## src/rtl/ex_mem_pipe_stage.sv

```systemverilog
// Purpose : elastic EX->MEM pipeline register with flush, bubble-masked controls and stall counter.
// Latency : one cycle from accept to out_valid when the stage is empty.
// Backpr. : SKID=1 buffers one extra entry so in_ready comes straight from a flop; SKID=0 passes out_ready through to in_ready.
//
// Ports:
//   clk, reset (async, active-low)
//   in_valid/in_ready + in_* payload           : EX-side handshake
//   flush                                      : squash held and incoming entries
//   out_valid/out_ready + out_* payload        : MEM-side handshake, controls masked by out_valid
//   stall_cnt                                  : saturating count of cycles with out_valid & ~out_ready
module ex_mem_pipe_stage #(
  parameter int DATA_W  = 32,
  parameter int RADDR_W = 5,
  parameter int MTR_W   = 2,
  parameter int SKID    = 1,
  parameter int CNT_W   = 16
) (
  input  logic               clk,
  input  logic               reset,
  input  logic               in_valid,
  output logic               in_ready,
  input  logic [DATA_W-1:0]  in_pc_p4,
  input  logic [DATA_W-1:0]  in_alu_out,
  input  logic [DATA_W-1:0]  in_rt_data,
  input  logic [RADDR_W-1:0] in_rd,
  input  logic [MTR_W-1:0]   in_mem_to_reg,
  input  logic               in_mem_write,
  input  logic               in_mem_read,
  input  logic               in_reg_write,
  input  logic               flush,
  output logic               out_valid,
  input  logic               out_ready,
  output logic [DATA_W-1:0]  out_pc_p4,
  output logic [DATA_W-1:0]  out_alu_out,
  output logic [DATA_W-1:0]  out_rt_data,
  output logic [RADDR_W-1:0] out_rd,
  output logic [MTR_W-1:0]   out_mem_to_reg,
  output logic               out_mem_write,
  output logic               out_mem_read,
  output logic               out_reg_write,
  output logic [CNT_W-1:0]   stall_cnt
);

  typedef struct packed {
    logic [DATA_W-1:0]  pc_p4;
    logic [DATA_W-1:0]  alu_out;
    logic [DATA_W-1:0]  rt_data;
    logic [RADDR_W-1:0] rd;
    logic [MTR_W-1:0]   mem_to_reg;
    logic               mem_write;
    logic               mem_read;
    logic               reg_write;
  } pay_t;

  pay_t             in_pay;
  pay_t             main_q, main_d;
  pay_t             skid_q, skid_d;
  logic             main_vld_q, main_vld_d;
  logic             skid_vld_q, skid_vld_d;
  logic [CNT_W-1:0] stall_q, stall_d;
  logic             accept;
  logic             consume;

  assign in_pay = '{pc_p4:      in_pc_p4,
                    alu_out:    in_alu_out,
                    rt_data:    in_rt_data,
                    rd:         in_rd,
                    mem_to_reg: in_mem_to_reg,
                    mem_write:  in_mem_write,
                    mem_read:   in_mem_read,
                    reg_write:  in_reg_write};

  // With a skid entry, ready only depends on whether the spare slot is
  // occupied, which breaks the combinational path from out_ready.
  assign in_ready = (SKID != 0) ? ~skid_vld_q : (~main_vld_q | out_ready);
  assign accept   = in_valid & in_ready;
  assign consume  = main_vld_q & out_ready;

  always_comb begin
    main_d     = main_q;
    main_vld_d = main_vld_q;
    skid_d     = skid_q;
    skid_vld_d = skid_vld_q;
    stall_d    = stall_q;

    if (main_vld_q && !out_ready && (stall_q != {CNT_W{1'b1}})) begin
      stall_d = stall_q + 1'b1;
    end

    if (flush) begin
      // Squash wins over any handshake; payload left stale on purpose.
      main_vld_d = 1'b0;
      skid_vld_d = 1'b0;
    end else if (SKID != 0) begin
      if (consume) begin
        if (skid_vld_q) begin
          // in_ready is low here, so no accept can collide with the refill.
          main_d     = skid_q;
          skid_vld_d = 1'b0;
        end else if (accept) begin
          main_d = in_pay;
        end else begin
          main_vld_d = 1'b0;
        end
      end else if (accept) begin
        if (main_vld_q) begin
          skid_d     = in_pay;
          skid_vld_d = 1'b1;
        end else begin
          main_d     = in_pay;
          main_vld_d = 1'b1;
        end
      end
    end else begin
      if (accept) begin
        main_d     = in_pay;
        main_vld_d = 1'b1;
      end else if (consume) begin
        main_vld_d = 1'b0;
      end
    end
  end

  always_ff @(posedge clk or negedge reset) begin
    if (!reset) begin
      main_q     <= '0;
      skid_q     <= '0;
      main_vld_q <= 1'b0;
      skid_vld_q <= 1'b0;
      stall_q    <= '0;
    end else begin
      main_q     <= main_d;
      skid_q     <= skid_d;
      main_vld_q <= main_vld_d;
      skid_vld_q <= skid_vld_d;
      stall_q    <= stall_d;
    end
  end

  assign out_valid      = main_vld_q;
  assign out_pc_p4      = main_q.pc_p4;
  assign out_alu_out    = main_q.alu_out;
  assign out_rt_data    = main_q.rt_data;
  assign out_rd         = main_q.rd;
  assign out_mem_to_reg = main_q.mem_to_reg;
  // Controls must never fire on a bubble, even with stale payload held.
  assign out_mem_write  = main_q.mem_write & main_vld_q;
  assign out_mem_read   = main_q.mem_read  & main_vld_q;
  assign out_reg_write  = main_q.reg_write & main_vld_q;
  assign stall_cnt      = stall_q;

endmodule

```

## config.mk

```make
export PLATFORM = sky130hd
export DESIGN_NAME = ex_mem_pipe_stage
export DESIGN_NICKNAME = d
export VERILOG_FILES = /design/src/rtl/ex_mem_pipe_stage.sv
export SDC_FILE = /design/constraint.sdc
export NUM_CORES = 1
export LEC_CHECK = 0
export ABC_AREA = 1
export CAP_MARGIN = 30
export CORE_MARGIN = 2
export CORE_UTILIZATION = 30
export CTS_CLUSTER_DIAMETER = 30
export DETAILED_ROUTE_END_ITERATION = 12
export GPL_TIMING_DRIVEN = 0
export PLACE_DENSITY = 0.59
export SLEW_MARGIN = 0
export SYNTH_ARGS = -nofsm -noshare
export SYNTH_HDL_FRONTEND = slang
export SYNTH_SLANG_ARGS = --single-unit
```

## constraint.sdc

```tcl
create_clock -name clk -period 2.05 [get_ports clk]
set_input_delay 0.41 -clock clk [delete_from_list [all_inputs] [get_ports clk]]
set_output_delay 0.41 -clock clk [all_outputs]
set_load 0.05 [all_outputs]
```

==> run_results.csv <==
group,metric,value,unit
floorplanning,die_h,196,microns
logic_synthesis,synth_ff_type,"dfrtp_1",
timing,fin_crit_sh,97.3,%
critical_path,cp.depth,2,
floorplanning,fp.dieW,196,microns
critical_path,critPathSlowestCell,"dlygate4sd2_1",
power_and_ir_drop,ir_drop,0.659,mV
layout,multi_input_area,0.00364,sq mm
logic_synthesis,synthTopCellsByCount,"343 x nand2_1, 230 x dfrtp_1, 129 x o21ai_0",
placed_design,placed_cell_area,0.0140,sq mm
layout,design_area,0.0161,sq mm
critical_path,critPathKind,"flop to primary output",
logic_synthesis,yosysTopAreaCell,"dfrtp_1",
layout,final-seq-area,0.00576,sq mm
layout,drive_gt1_share,17.6,%
critical_path,critPathLaunchType,"flop",
global_route,antenna_found_initial,1,
critical_path,cp_top_family,"buffers and inverters",
logic_synthesis,synthArstFlopShare,100,%
clock_tree,clock_latency,0.58,ns
timing,max_freq,0.502,GHz
timing,holdWs,0.203,ns
critical_path,worstPathMaxFanout,2,
power_and_ir_drop,p_leak,7.58,nW
clock_tree,clkSlewWorstSetupHoldPaths,0.04,ns
logic_synthesis,ys_top_cells_by_area,"dfrtp_1 52%, nand2_1 12%, buf_4 8.0%, o21ai_0 5.8%, inv_1 4.1%",
floorplanning,rows,70,
layout,nets,1706,
detailed_routing,drt_iter0_drc,487,
floorplanning,num_io_pins,235,
detailed_routing,routed_via_density,4.45,
power_and_ir_drop,p_per_area,1240,mW/mm^2
clock_tree,htree_levels,2,
run_status,status,"complete, no violations",
timing,final.setup_skew,0.0219,ns
critical_path,worstPathRequired,1.64,ns
logic_synthesis,ys_ff_latch,230,
critical_path,cp_num_buf_inv,2,
layout,top_register,"skid_q",
critical_path,reg2reg_depth,9,
timing,rsz0062_at_grt,"true",
floorplanning,coreArea,0.0364,sq mm
placed_design,port_buffers,234,
timing,hold_viol,0,
critical_path,crit_chain,"buf_4 -> dlygate4sd2_1",
layout,syn2layout_area_growth,45.4,%
clock_tree,cts_tree,"done",
critical_path,endpoint_kind,"primary output",
logic_synthesis,yosysWarnings,0,
detailed_routing,drc,0,
layout,nFillCells,3611,
critical_path,rr_startpoint,"skid_vld_q$_DFFE_PN0P_",
critical_path,critPathLaunch,"out_pc_p4[25]$_DFFE_PN0P_",
critical_path,crit_path_end,"out_pc_p4[25]",
timing,drv_slew,0,
layout,diodes,0,
logic_synthesis,synth_fp_nets,1405,
placed_design,gp_congestion,0.806,
logic_synthesis,syn-instance-count,1293,
logic_synthesis,synth_seq_area_share,52.1,%
critical_path,max_stage_delay,0.56,ns
critical_path,r2r_slack,0.13,ns
timing,maxSlewHeadroom,54.4,%
placed_design,dp_hpwl,21.8,mm
clock_tree,cts_num_sinks,230,
logic_synthesis,synth_most_common_cell,"nand2_1",
logic_synthesis,synth_area_per_cell,8.54,sq um
detailed_routing,drt_wl_total,31.9,mm
logic_synthesis,synth_edf_count,0,
detailed_routing,dr.pass1.iters,5,
critical_path,cp.arrival,1.58,ns
timing,fin_crit,1.99,ns
critical_path,rr_endpoint,"out_rt_data[28]$_DFFE_PN0P_",
logic_synthesis,syn-cell-area,0.0110,sq mm
floorplanning,dieArea,0.0384,sq mm
detailed_routing,vias,9397,
detailed_routing,wire_per_inst,15.1,microns
global_route,grt_max_degree,118,
timing,setup_viol,0,
global_route,grt_first_pass_wirelength,51.7,mm
job,cap_viol_max_count,0,
logic_synthesis,synth.distinct_cells,27,
global_route,grt_usage,16.9,%
detailed_routing,antenna_left,0,
floorplanning,initial_core_util,30.3,%
clock_tree,cts-root-buf,"clkbuf_16",
hold_path,hp-class,"primary input to async pin",
global_route,overflow,0,
clock_tree,cts_buffer_depth,3,
layout,largest_register_ffs,106,
timing,worst_pin_slew,0.682,ns
global_route,grt_pass1_vias,9655,
clock_tree,cts_buffers,60,
logic_synthesis,synth_top_area_share,52.1,%
-- metal layers --
layer | up-vias | GRT usage, % | wire, microns
li1 | 4687 | - | -
met2 | 263 | 27.6 | 14900
met5 | - | 0 | 13
met4 | 2 | 6.57 | 843
met3 | 57 | 4.40 | 1900
met1 | 4388 | 21.5 | 14200
-- worst register-to-register path: stages (launching register included) --
cell,delay (ns)
dfrtp_1,0.40
inv_2,0.11
nand3_1,0.13
nand2_1,0.10
inv_2,0.11
nor2_4,0.21
buf_4,0.26
buf_2,0.29
o211ai_1,0.14
nand2_1,0.08
-- where the power goes --
part	switching, mW	internal [mW]
registers	0.448	5.51
logic	2.65	1.52
clock network	2.88	6.86
-- through the flow --
stage	utilization, %	std cells	TNS [ns]	power, mW	setup WS [ns]
final	44.1	2112	0	19.9	0.0562
after global routing	44.1	2112	-0.105	20.8	-0.0202
after CTS	44.1	2112	0	20.1	0.00728
after detailed placement	38.5	1997	-79.52	10.5	-0.611
after global placement	38.4	1995	-2270.89	10.4	-9.58
after floorplan	-	1293	0	8.96	0.282
-- how the worst min path moves through the flow --
| stage | endpoint | cells after the start |
|---|---|---|
| 2_1_floorplan | main_q[0]$_DFFE_PN0P_ | 0 |
| 3_3_place_gp | skid_q[98]$_DFFE_PN0P_ | 2 |
| 3_5_place_dp | out_alu_out[21]$_DFFE_PN0P_ | 1 |
| 4_1_cts | out_alu_out[21]$_DFFE_PN0P_ | 2 |
| 5_1_grt | out_alu_out[21]$_DFFE_PN0P_ | 2 |
| 6_report | out_alu_out[21]$_DFFE_PN0P_ | 2 |
-- repair_timing --
action                                  in CTS  in global routing
pin swaps                                    1                  0
gates resized for setup                    140                 18
endpoints found under the setup margin     140                 46
hold endpoints to repair                   230                  0
buffers inserted                             2                  0
hold buffers                                 1                  0
-- placed cells by master, fill, tap and decap left out, drive strengths merged, types with 46 or more instances in the layout --
| cell | instances |
|---|---|
| nand2 | 344 |
| dfrtp | 230 |
| o21ai | 170 |
| buf | 162 |
| inv | 127 |
| clkdlybuf4s50 | 109 |
| dlygate4sd2 | 105 |
| clkbuf | 100 |
| nor2 | 65 |
| o211ai | 60 |
| o21a | 46 |
| a21oi | 46 |
-- cells by family (layout without fill, tap and decap cells) --
family | after synthesis | count (layout) | share of synthesized area [%]
adders and majority gates | 1 | 1 | 0.113
buffers and inverters | 304 | 655 | 15.0
and+or+nand+nor | 429 | 429 | 15.2
DFF | 230 | 230 | 52.1
xor gates and xnor gates | 6 | 6 | 0.476
AOI/OAI and AO/OA | 323 | 323 | 17.1
-- layout make-up --
class	instances	area share, %
plain buffers	178	7.42
clock buffers	76	10.2
clock inverters	36	3.02
inverters	126	2.94
multi-input cells	759	22.7
flip-flops and latches	230	35.8
well taps	468	3.65
repair buffers	239	14.2
Note: power is estimated with default switching activity, not from simulation.
